===== src/rtl/rv_core_pkg.sv =====
// Shared RV32I core definitions: fetch FSM encoding, fetch packet type and the
// branch/ALU codes used by execute.
package rv_core_pkg;

  localparam logic [1:0] S_REQ  = 2'd0;
  localparam logic [1:0] S_WAIT = 2'd1;
  localparam logic [1:0] S_HOLD = 2'd2;
  localparam logic [1:0] S_HALT = 2'd3;

  localparam logic [31:0] INSTR_NOP = 32'h0000_0013;
  localparam logic [31:0] PC_STEP   = 32'd4;

  // Branch condition codes decoded in execute.
  localparam logic [2:0] BR_NONE = 3'd0;
  localparam logic [2:0] BR_EQ   = 3'd1;
  localparam logic [2:0] BR_NE   = 3'd2;
  localparam logic [2:0] BR_LT   = 3'd3;
  localparam logic [2:0] BR_GE   = 3'd4;
  localparam logic [2:0] BR_LTU  = 3'd5;
  localparam logic [2:0] BR_GEU  = 3'd6;
  localparam logic [2:0] BR_JAL  = 3'd7;

  localparam logic [3:0] ALU_JALR = 4'd10;

  typedef struct packed {
    logic [31:0] pc;
    logic [31:0] instr;
  } fetch_pkt_t;

  // Sequential PC advance; wraps modulo 2^32.
  function automatic logic [31:0] pc_inc(input logic [31:0] pc);
    return pc + PC_STEP;
  endfunction

endpackage


===== src/rtl/instr_fetch_unit.sv =====
// RV32I instruction fetch: owns the PC, keeps one imem read outstanding and
// hands {pc, instr} to decode. Optional trap on misaligned jump: IFU_MISALIGN_TRAP_EN.
module instr_fetch_unit
  import rv_core_pkg::*;
#(
  parameter logic [31:0] RESET_VECTOR = 32'h0000_0000
) (
  input  logic        clk,
  input  logic        rst_n,
  input  logic        jump_flag,
  input  logic [31:0] jump_target,
  output logic        imem_req_valid,
  input  logic        imem_req_ready,
  output logic [31:0] imem_addr,
  input  logic        imem_rsp_valid,
  input  logic [31:0] imem_rsp_data,
  output logic        if_valid,
  input  logic        if_ready,
  output logic [31:0] if_pc,
  output logic [31:0] if_instr
`ifdef IFU_MISALIGN_TRAP_EN
  ,
  output logic        if_misaligned
`endif
);

  logic [1:0]  state_q, state_d;
  logic [31:0] pc_q, pc_d;
  logic        drop_q, drop_d;
  logic        if_valid_q, if_valid_d;
  fetch_pkt_t  pkt_q, pkt_d;
  logic [31:0] redirect_pc;
  logic        in_flight;

`ifdef IFU_MISALIGN_TRAP_EN
  logic        misaligned_q, misaligned_d;
  logic        target_misaligned;

  assign redirect_pc       = jump_target;
  assign target_misaligned = |jump_target[1:0];
  // A halted fetch can still have a dropped read outstanding until its response shows up.
  assign in_flight = (state_q == S_REQ  && imem_req_ready) ||
                     (state_q == S_WAIT && !imem_rsp_valid) ||
                     (state_q == S_HALT && drop_q && !imem_rsp_valid);
`else
  assign redirect_pc = jump_target & ~32'h3;
  assign in_flight   = (state_q == S_REQ  && imem_req_ready) ||
                       (state_q == S_WAIT && !imem_rsp_valid);
`endif

  always_comb begin
    // NOTE: every signal gets its hold value first so no path through this block infers a latch.
    state_d    = state_q;
    pc_d       = pc_q;
    drop_d     = drop_q;
    if_valid_d = if_valid_q;
    pkt_d      = pkt_q;
`ifdef IFU_MISALIGN_TRAP_EN
    misaligned_d = misaligned_q;
`endif

    if (jump_flag) begin
      // Redirect beats any response or decode handshake in the same cycle.
      pc_d       = redirect_pc;
      if_valid_d = 1'b0;
      drop_d     = in_flight;
      state_d    = in_flight ? S_WAIT : S_REQ;
`ifdef IFU_MISALIGN_TRAP_EN
      misaligned_d = target_misaligned;
      if (target_misaligned) begin
        state_d = S_HALT;
      end
`endif
    end else begin
      case (state_q)
        S_REQ: begin
          if (imem_req_ready) begin
            state_d = S_WAIT;
          end
        end
        S_WAIT: begin
          if (imem_rsp_valid) begin
            if (drop_q) begin
              drop_d  = 1'b0;
              state_d = S_REQ;
            end else begin
              pkt_d      = '{pc: pc_q, instr: imem_rsp_data};
              if_valid_d = 1'b1;
              pc_d       = pc_inc(pc_q);
              state_d    = S_HOLD;
            end
          end
        end
        S_HOLD: begin
          if (if_ready) begin
            if_valid_d = 1'b0;
            state_d    = S_REQ;
          end
        end
`ifdef IFU_MISALIGN_TRAP_EN
        S_HALT: begin
          if (imem_rsp_valid) begin
            drop_d = 1'b0;
          end
        end
`endif
        default: begin
          state_d = S_REQ;
        end
      endcase
    end
  end

  // NOTE: state registers use non-blocking assignments so all flops update from pre-edge values.
  always_ff @(posedge clk or negedge rst_n) begin
    if (!rst_n) begin
      state_q    <= S_REQ;
      pc_q       <= RESET_VECTOR;
      drop_q     <= 1'b0;
      if_valid_q <= 1'b0;
      pkt_q      <= '{pc: 32'h0, instr: INSTR_NOP};
    end else begin
      state_q    <= state_d;
      pc_q       <= pc_d;
      drop_q     <= drop_d;
      if_valid_q <= if_valid_d;
      pkt_q      <= pkt_d;
    end
  end

`ifdef IFU_MISALIGN_TRAP_EN
  always_ff @(posedge clk or negedge rst_n) begin
    if (!rst_n) begin
      misaligned_q <= 1'b0;
    end else begin
      misaligned_q <= misaligned_d;
    end
  end

  assign if_misaligned = misaligned_q;
`endif

  // The request line is forced low while reset is held, even though the FSM sits in S_REQ.
  assign imem_req_valid = rst_n && (state_q == S_REQ);
  assign imem_addr      = pc_q;
  assign if_valid       = if_valid_q;
  assign if_pc          = pkt_q.pc;
  assign if_instr       = pkt_q.instr;

endmodule


===== config.mk =====
export PLATFORM = sky130hd
export DESIGN_NAME = instr_fetch_unit
export DESIGN_NICKNAME = d
export VERILOG_FILES = /design/src/rtl/rv_core_pkg.sv /design/src/rtl/instr_fetch_unit.sv
export SDC_FILE = /design/constraint.sdc
export NUM_CORES = 1
export LEC_CHECK = 0
export BUFFER_PORTS_ARGS = -buffer_cell sky130_fd_sc_hd__buf_2
export CORE_UTILIZATION = 30
export DETAILED_ROUTE_END_ITERATION = 6
export PLACE_DENSITY = 0.62
export SYNTH_ARGS = -nofsm -noshare
export SYNTH_HDL_FRONTEND = slang
export SYNTH_SLANG_ARGS = --single-unit

===== constraint.sdc =====
create_clock -name clk -period 3.3 [get_ports clk]
set_clock_uncertainty 0.05 [all_clocks]
set_input_delay 0.825 -clock clk [delete_from_list [all_inputs] [get_ports clk]]
set_output_delay 0.825 -clock clk [all_outputs]
set_load 0.01 [all_outputs]

Yosys cells after proc, flatten, opt, wreduce, memory -nomap -nowiden
Index checks and enable logic that the tools add are counted.
Widths: inputs -> output; s select.
- flip-flop bits (word level): 100
- bits in latches: 0
- RAM bits: 0
- ROM bits: 0
- input port bits: 70
- output and inout bits: 98
- logic and storage cells: 49
- memories: 0
- $add $sub $neg: 1
- $mul: 0
- div/mod/pow operators: 0
- order comparisons: 0
- equal/unequal tests: 7
- shift-type cells: 0
- mux-type cells: 19
- bitwise operators: 2
- reductions and logical operators: 14
- operator list (cell ; number):
    $mux 32 ; 4
    $add 32x3->32 const B ; 1
    $ne 3x3->1 const B ; 4
    $mux 2 ; 5
    $mux 1 ; 8
    $reduce_and 4->1 ; 2
    $pmux 2 s3 ; 1
    $reduce_and 3->1 ; 2
    $reduce_bool 2->1 ; 2
    $logic_and 1x1->1 ; 3
    $reduce_bool 3->1 ; 1
    $eq 2x1->1 const B ; 1
    $eq 2x2->1 const B ; 1
    $logic_not 2->1 ; 1
    $ne 2x2->1 const B ; 1
    $not 1->1 ; 2
    $pmux 1 s2 ; 1
    $reduce_and 2->1 ; 1
    $logic_not 1->1 ; 1
    $logic_or 1x1->1 ; 1

Depth between registers and ports, before layout
Gate-level depths: netlist of the first run.
- depth in word-level cells: 5
- depth in mapped cells: 8
- depth with buffers taken out: 5

Least setup slack after synthesis of the first run
Ideal clock, no wire load.
- kind: input to register
- start: input port imem_rsp_valid
- end: register pc_q[26] (netlist: imem_addr[26])
- library setup time: 0.082 ns
- data arrival time: 2.334 ns
- required time: 3.168 ns
- slack: 0.834 ns
- cell stages on the path: 6
- buffers on the path: 2
- path through: nand4bb_1 -> buf_2 -> or4_1 -> buf_2 -> or4_1 -> a31oi_1
- word-level cells in the longest chain between the ends: 2
- ends and longest elaborated chain (item ; line ; RTL):
    start, declared ; instr_fetch_unit.sv:15 ; input logic imem_rsp_valid,
    $reduce_bool 2->1 (no source line) ; -- ;
    $reduce_and 3->1 (no source line) ; -- ;
    end signal, assigned ; instr_fetch_unit.sv:124 ; pc_q <= pc_d;
    end, declared ; instr_fetch_unit.sv:28 ; logic [31:0] pc_q, pc_d;
No other way between the ends.
A chain may end at the register's enable or synchronous reset.

Final worst setup path of the first run
- start: input port imem_rsp_valid
- end: register pc_q[25] (netlist: imem_addr[25])
Same word-level chain as after synthesis.

==> results of run 1 <==
cell type report:
| cell class | count | area share (%) |
|---|---|---|
| Clock buffer | 13 | 4.66 |
| Tap cell | 180 | 4.03 |
| Timing Repair Buffer | 169 | 16.0 |
| Sequential cell | 96 | 43.1 |
| Multi-Input combinational cell | 237 | 31.0 |
| Inverter | 8 | 0.537 |
| Clock inverter | 3 | 0.717 |
critical path, delay by kind of cell:
family	cells	cell delay [ns]
simple gates	3	1.52
buf+inv	2	0.31
compound gates	1	0.18
routing by layer:
layer / up-vias / share of wire [%] / track usage, %
met3: 16 / 7.2 / 4.04
met2: 112 / 48 / 23.7
li1: 1637 / - / -
met1: 1684 / 43 / 18.6
met4: 4 / 1.6 / 5.63
met5: - / 0.23 / 0
logic make-up after synthesis:
logic type                 Yosys count  share of synthesized area [%]
muxes                               64                           16.8
adders and majority gates            1                          0.292
DFF                                 96                           56.1
other                                1                         0.0875
buffers and inverters               36                           3.85
AOI/OAI and AO/OA                   54                           8.12
and+or+nand+nor                    105                           12.9
xor gates and xnor gates             9                           1.84
power groups by stage:
stage | Clock (mW) | Combinational, mW | Sequential, mW
after floorplan | 0 | 0.446 | 2.02
after global placement | 0 | 1.18 | 1.82
after detailed placement | 0 | 1.21 | 1.85
after CTS | 1.10 | 1.21 | 1.83
after global routing | 1.14 | 1.29 | 1.88
final | 1.07 | 1.18 | 1.82
sequential cells by signal, summed over array words and instances, names as in the netlist:
register	cells
imem_addr	30
drop_q	1
state_q	2
if_instr	32
if_pc	30
if_valid	1
per-stage QoR:
stage	area, µm²	instances
2_1_floorplan	4300	369
3_3_place_gp	5290	690
3_5_place_dp	5290	690
4_1_cts	5590	706
5_1_grt	5590	706
6_report	5590	706
worst paths after layout:
kind | start | to | cells after the start
min reg2reg | if_instr[28]$_DFFE_PN0P_ | if_instr[28]$_DFFE_PN0P_ | 1
max reg2reg | state_q[1]$_DFFE_PN0P_ | imem_addr[25]$_DFFE_PN0P_ | 5
max | imem_rsp_valid | imem_addr[25]$_DFFE_PN0P_ | 6
min | rst_n | if_pc[24]$_DFFE_PN0P_ | 1
min in group clk | if_instr[28]$_DFFE_PN0P_ | if_instr[28]$_DFFE_PN0P_ | 1
max in group asynchronous | rst_n | if_instr[18]$_DFFE_PN0P_ | 2
placed cells by master, fill, tap and decap left out, types with 3 or more instances in the layout:
cell / Yosys / layout
and3_1: 5 / 5
xnor2_1: 7 / 7
buf_4: 5 / 7
o21ai_0: 13 / 13
nor2_1: 27 / 26
clkbuf_16: 0 / 9
dfrtp_1: 93 / 93
a31oi_1: 18 / 18
buf_2: 3 / 160
nand2_1: 22 / 22
nand4_1: 7 / 7
inv_1: 7 / 7
a21oi_1: 3 / 3
or3_1: 3 / 3
conb_1: 1 / 4
dfstp_2: 3 / 3
nor3_1: 3 / 3
nand3_1: 13 / 13
o31ai_1: 14 / 14
mux2_2: 62 / 62
or4_1: 16 / 16
==> results.ini, run 1 <==
[synthesis]
synth-main-ff-cell = dfrtp_1
synth_edf_count = 0
yosysSeqAreaShare_pct = 56.1
synth_area_per_cell_um2 = 11.7
synth_commonest_cells = 93 x dfrtp_1, 62 x mux2_2, 27 x nor2_1
ys_async_sr_fraction_pct = 100
yosys-top-cells-area = dfrtp_1 54%, mux2_2 16%, or4_1 2.8%
ys.warnings.count = 0
synth-seq-cells = 96
synth_most_common_cell = dfrtp_1
synth_top_area_share_pct = 54.3
syn_inst = 366
ys_types = 38
synth_top_area_cell = dfrtp_1
syn_area_um2 = 4290

[pwr]
p_sw_mw = 1.23
switching_share_pct = 30.3
combPwrFrac_pct = 29.0
power_frac_seq_pct = 44.8
p_leak_nw = 2.52
total_power_mw = 4.07
p_per_area_nw_per_um2 = 728
ir_drop_mv = 0.265
pwr-share-clk_pct = 26.2
intPower_mw = 2.84

[cts]
clock_sinks = 96
postCtsSetupBuffers = 0
clk_latency_ns = 0.34
post_cts_resized = 0
clkSlewWorstSetupHoldPaths_ns = 0.07
cts_buffers = 9
tritoncts = built
cts_buffer_depth = 2
htreeDepth = 3
cts_hold_buf = 0
root_buffer = clkbuf_16

[setup_path]
crit_path_end_kind = register
path_cells = buf_2 > nand4bb_1 > buf_4 > or4_1 > or4_1 > a31oi_1
max_stage_delay_ns = 0.81
path_common_cell = or4_1
crit_required_ns = 3.51
cp_max_fo = 19
critPathLaunchType = input port
cp.arrival_ns = 2.85
crit_type = input port to register
slowest_stage = or4_1
reg2reg_slack_ns = 0.69

[global_routing]
grt_pass1_wl_um = 16600
grt_use_total_pct = 14.7
grt_max_degree = 54
grt_pass1_vias = 3288
antenna_found_initial = 2
overflow = 0

[placed_design]
io_buffers = 161
routabilityCongestion = 0.701
dp_hpwl_um = 7730
dp_slack_ns = 0.281

[flow_run]
max-cap-violations = 0

[routing]
drt-total-wl_um = 10700
wl_per_cell_um = 15.1
drc = 0
detail-route-antenna-nets = 0
route.vias.total = 3453
drt_iter0_drc = 115
avgViaCountPerCell = 4.89
first_pass_iters = 4

[timing]
fin_ws_ns = 0.665
worstMarginPinSlew_ns = 0.746
fin_crit_sh_pct = 79.9
holdWs_ns = 0.222
finalMaxSlewViolations = 0
max_clock_freq_mhz = 379
setup_tns_ns = 0
fin_crit_ns = 2.64
final-setup-viol-count = 0
max_slew_margin_pct = 50.1
finalHoldViolations = 0
rsz0062_at_grt = no

[layout]
synthToLayoutAreaGrowth_pct = 30.4
fillers = 1387
multiInputGateArea_um2 = 1730
drive_gt1_share_pct = 47.3
final_nets = 592
antennaDiodeCount = 0
regArea_um2 = 2410
finish.utilization_pct = 40.3

[status]
outcome = completed

[die]
boundaryPins = 168
coreArea_um2 = 13900
die_width_um = 122
die_area_um2 = 14800
start_util_pct = 30.9
die_y_um = 122
rows = 43

[worst_hold_path]
hp-class = input port to asynchronous set/reset pin

No activity file was read; power rests on OpenSTA's default activity.
==> run 2: changes to the inputs <==
--- a/config.mk
+++ b/config.mk
@@ -8,7 +8,7 @@
 export BUFFER_PORTS_ARGS = -buffer_cell sky130_fd_sc_hd__buf_2
 export CORE_UTILIZATION = 30
 export DETAILED_ROUTE_END_ITERATION = 6
-export PLACE_DENSITY = 0.62
+export PLACE_DENSITY = 0.64
 export SYNTH_ARGS = -nofsm -noshare
 export SYNTH_HDL_FRONTEND = slang
 export SYNTH_SLANG_ARGS = --single-unit
==> constraint.sdc (replaced) <==
create_clock -name clk -period 2.2 [get_ports clk]
set_clock_uncertainty 0.05 [all_clocks]
set_input_delay 0.55 -clock clk [delete_from_list [all_inputs] [get_ports clk]]
set_output_delay 0.55 -clock clk [all_outputs]
set_load 0.01 [all_outputs]
==> results.ini, run 2 (synthesis results as in run 1) <==
[status]
outcome = completed  ; unchanged

[timing]
worstMarginPinSlew_ns = 0.531  ; was 0.746 ns
final-setup-viol-count = 0  ; unchanged
finalMaxSlewViolations = 0  ; unchanged
fin_crit_ns = 2.14
max_slew_margin_pct = 64.6  ; was 50.1%
max_clock_freq_mhz = 466
finalHoldViolations = 0  ; unchanged
rsz0062_at_grt = yes  ; was no
fin_crit_sh_pct = 97.4

[global_routing]
antenna_found_initial = 1  ; was 2
grt_pass1_wl_um = 17300  ; was 16600 µm
grt_use_total_pct = 15.3  ; was 14.7%
overflow = 0  ; unchanged
grt_pass1_vias = 3427  ; was 3288
grt_max_degree = 97  ; was 54

[pwr]
total_power_mw = 6.14  ; was 4.07 mW
p_leak_nw = 2.63  ; was 2.52 nW
combPwrFrac_pct = 30.2  ; was 29.0%
pwr-share-clk_pct = 25.8  ; was 26.2%
p_per_area_nw_per_um2 = 1060  ; was 728 nW/µm²
switching_share_pct = 30.0  ; was 30.3%
power_frac_seq_pct = 44.0  ; was 44.8%
ir_drop_mv = 0.459  ; was 0.265 mV
intPower_mw = 4.29  ; was 2.84 mW
p_sw_mw = 1.84  ; was 1.23 mW

[routing]
detail-route-antenna-nets = 0  ; unchanged
avgViaCountPerCell = 4.83  ; was 4.89
drc = 0  ; unchanged
drt-total-wl_um = 10900  ; was 10700 µm
drt_iter0_drc = 140  ; was 115
first_pass_iters = 4  ; unchanged
route.vias.total = 3505  ; was 3453
wl_per_cell_um = 15.0  ; was 15.1 µm

[placed_design]
dp_cells = 709  ; was 690
io_buffers = 161  ; unchanged
dp_hpwl_um = 7800  ; was 7730 µm
routabilityCongestion = 0.766  ; was 0.701
detailed_place.area_um2 = 5430  ; was 5290 µm²

[setup_path]
path_cells = nand4bb_4 > or4_4 > buf_8 > or4_1 > a31oi_1  ; was buf_2 > nand4bb_1 > buf_4 > or4_1 > or4_1 > a31oi_1
reg2reg_depth = 5  ; unchanged
cp.arrival_ns = 2.36  ; was 2.85 ns
cp_max_fo = 16  ; was 19
crit_required_ns = 2.41  ; was 3.51 ns
crit_path_end_kind = register  ; unchanged
crit_type = register to register  ; was input port to register
critPathLaunchType = register  ; was input port
max_stage_delay_ns = 0.53  ; was 0.81 ns
slowest_stage = or4_4  ; was or4_1

[cts]
clk_latency_ns = 0.34  ; about the same
root_buffer = clkbuf_16  ; unchanged
clock_sinks = 96  ; unchanged
tritoncts = built  ; unchanged
cts_buffers = 9  ; unchanged
htreeDepth = 3  ; unchanged
clkSlewWorstSetupHoldPaths_ns = 0.06  ; was 0.07 ns
cts_buffer_depth = 2  ; unchanged

[layout]
fillers = 1388  ; was 1387
largest_reg_flops = 32  ; unchanged
antennaDiodeCount = 0  ; unchanged
multiInputGateArea_um2 = 1760  ; was 1730 µm²
fin_area_um2 = 5770  ; was 5590 µm²
drive_gt1_share_pct = 50.0  ; was 47.3%
layout_common_cells = 160 x buf_2, 93 x dfrtp_1, 62 x mux2_2  ; unchanged
layout_commonest_cell = buf_2  ; unchanged
finish.utilization_pct = 41.6  ; was 40.3%
regArea_um2 = 2410  ; unchanged
final_nets = 612  ; was 592
synthToLayoutAreaGrowth_pct = 34.7  ; was 30.4%
fin_cells = 726  ; was 706

[die]
coreArea_um2 = 13900  ; unchanged
rows = 43  ; unchanged
die_area_um2 = 14800  ; unchanged
boundaryPins = 168  ; unchanged
die_y_um = 122  ; unchanged
start_util_pct = 30.9  ; unchanged
die_width_um = 122  ; unchanged

[flow_run]
max-cap-violations = 0  ; unchanged

[worst_hold_path]
hp-class = input port to asynchronous set/reset pin  ; unchanged

## run 2: per-layer routing
metal  wire length [µm]  global-route usage [%]  vias up  share of wire, %
met1               4720                    19.1     1683                43
met2               5210                    25.0      122                48
met3                679                    3.62       20               6.3
met5                 16                       0        -              0.15
met4                225                    6.71        2               2.1
li1                   -                       -     1678                 -
## run 2: metrics by stage
stage / worst slack (ns) / hold WS (ns) / setup TNS [ns]
2_1_floorplan: 0.00929 / 0.204 / 0
3_3_place_gp: -0.135 / 0.433 / -1.14
3_5_place_dp: -0.189 / 0.439 / -1.66
4_1_cts: 0.0113 / 0.259 / 0
5_1_grt: -0.0264 / 0.279 / -0.0774
6_report: 0.0562 / 0.218 / 0
## run 2: timing repair
action                                  in CTS  in global routing
hold buffers                                 0                  0
endpoints found under the setup margin       1                  8
setup buffers                                0                  1
resized for setup                            1                  5
pin swaps                                    0                  3
gates cloned                                 0                  0
## run 2: worst paths after layout
| path | from | endpoint | slack [ns] |
|---|---|---|---|
| min in group clk | jump_target[14] | imem_addr[14]$_DFFE_PN0P_ | 0.36 |
| max in group asynchronous | rst_n | drop_q$_DFFE_PN0P_ | 1.45 |
| worst max register to register | drop_q$_DFFE_PN0P_ | imem_addr[28]$_DFFE_PN0P_ | 0.06 |
| worst max-delay path | drop_q$_DFFE_PN0P_ | imem_addr[28]$_DFFE_PN0P_ | 0.06 |
| worst min-delay path | rst_n | if_pc[24]$_DFFE_PN0P_ | 0.22 |
| worst min register to register | if_pc[26]$_DFFE_PN0P_ | if_pc[26]$_DFFE_PN0P_ | 0.45 |
## run 2: final cells by class
cell class | instances | area share [%]
sequential | 96 | 41.7
timing repair buffer | 189 | 18.2
inverter | 8 | 0.520
clock inverter | 3 | 0.694
clock buffer | 13 | 4.51
multi-input combinational | 237 | 30.5
tap | 180 | 3.90
## run 2: power groups by stage
| stage | clock network (mW) | logic, mW | registers (mW) |
|---|---|---|---|
| 2_1_floorplan | 0 | 0.668 | 3.03 |
| 3_3_place_gp | 0 | 1.83 | 2.69 |
| 3_5_place_dp | 0 | 1.87 | 2.74 |
| 4_1_cts | 1.65 | 1.88 | 2.72 |
| 5_1_grt | 1.70 | 2.04 | 2.79 |
| 6_report | 1.58 | 1.85 | 2.70 |
## run 2: worst max-delay path, delay by kind of cell, from the launching register on
family,cells,cell delay [ns]
flip-flops,1,0.38
buffers and inverters,1,0.16
AND/OR/NAND/NOR,3,1.28
AO/OA/AOI/OAI,1,0.19
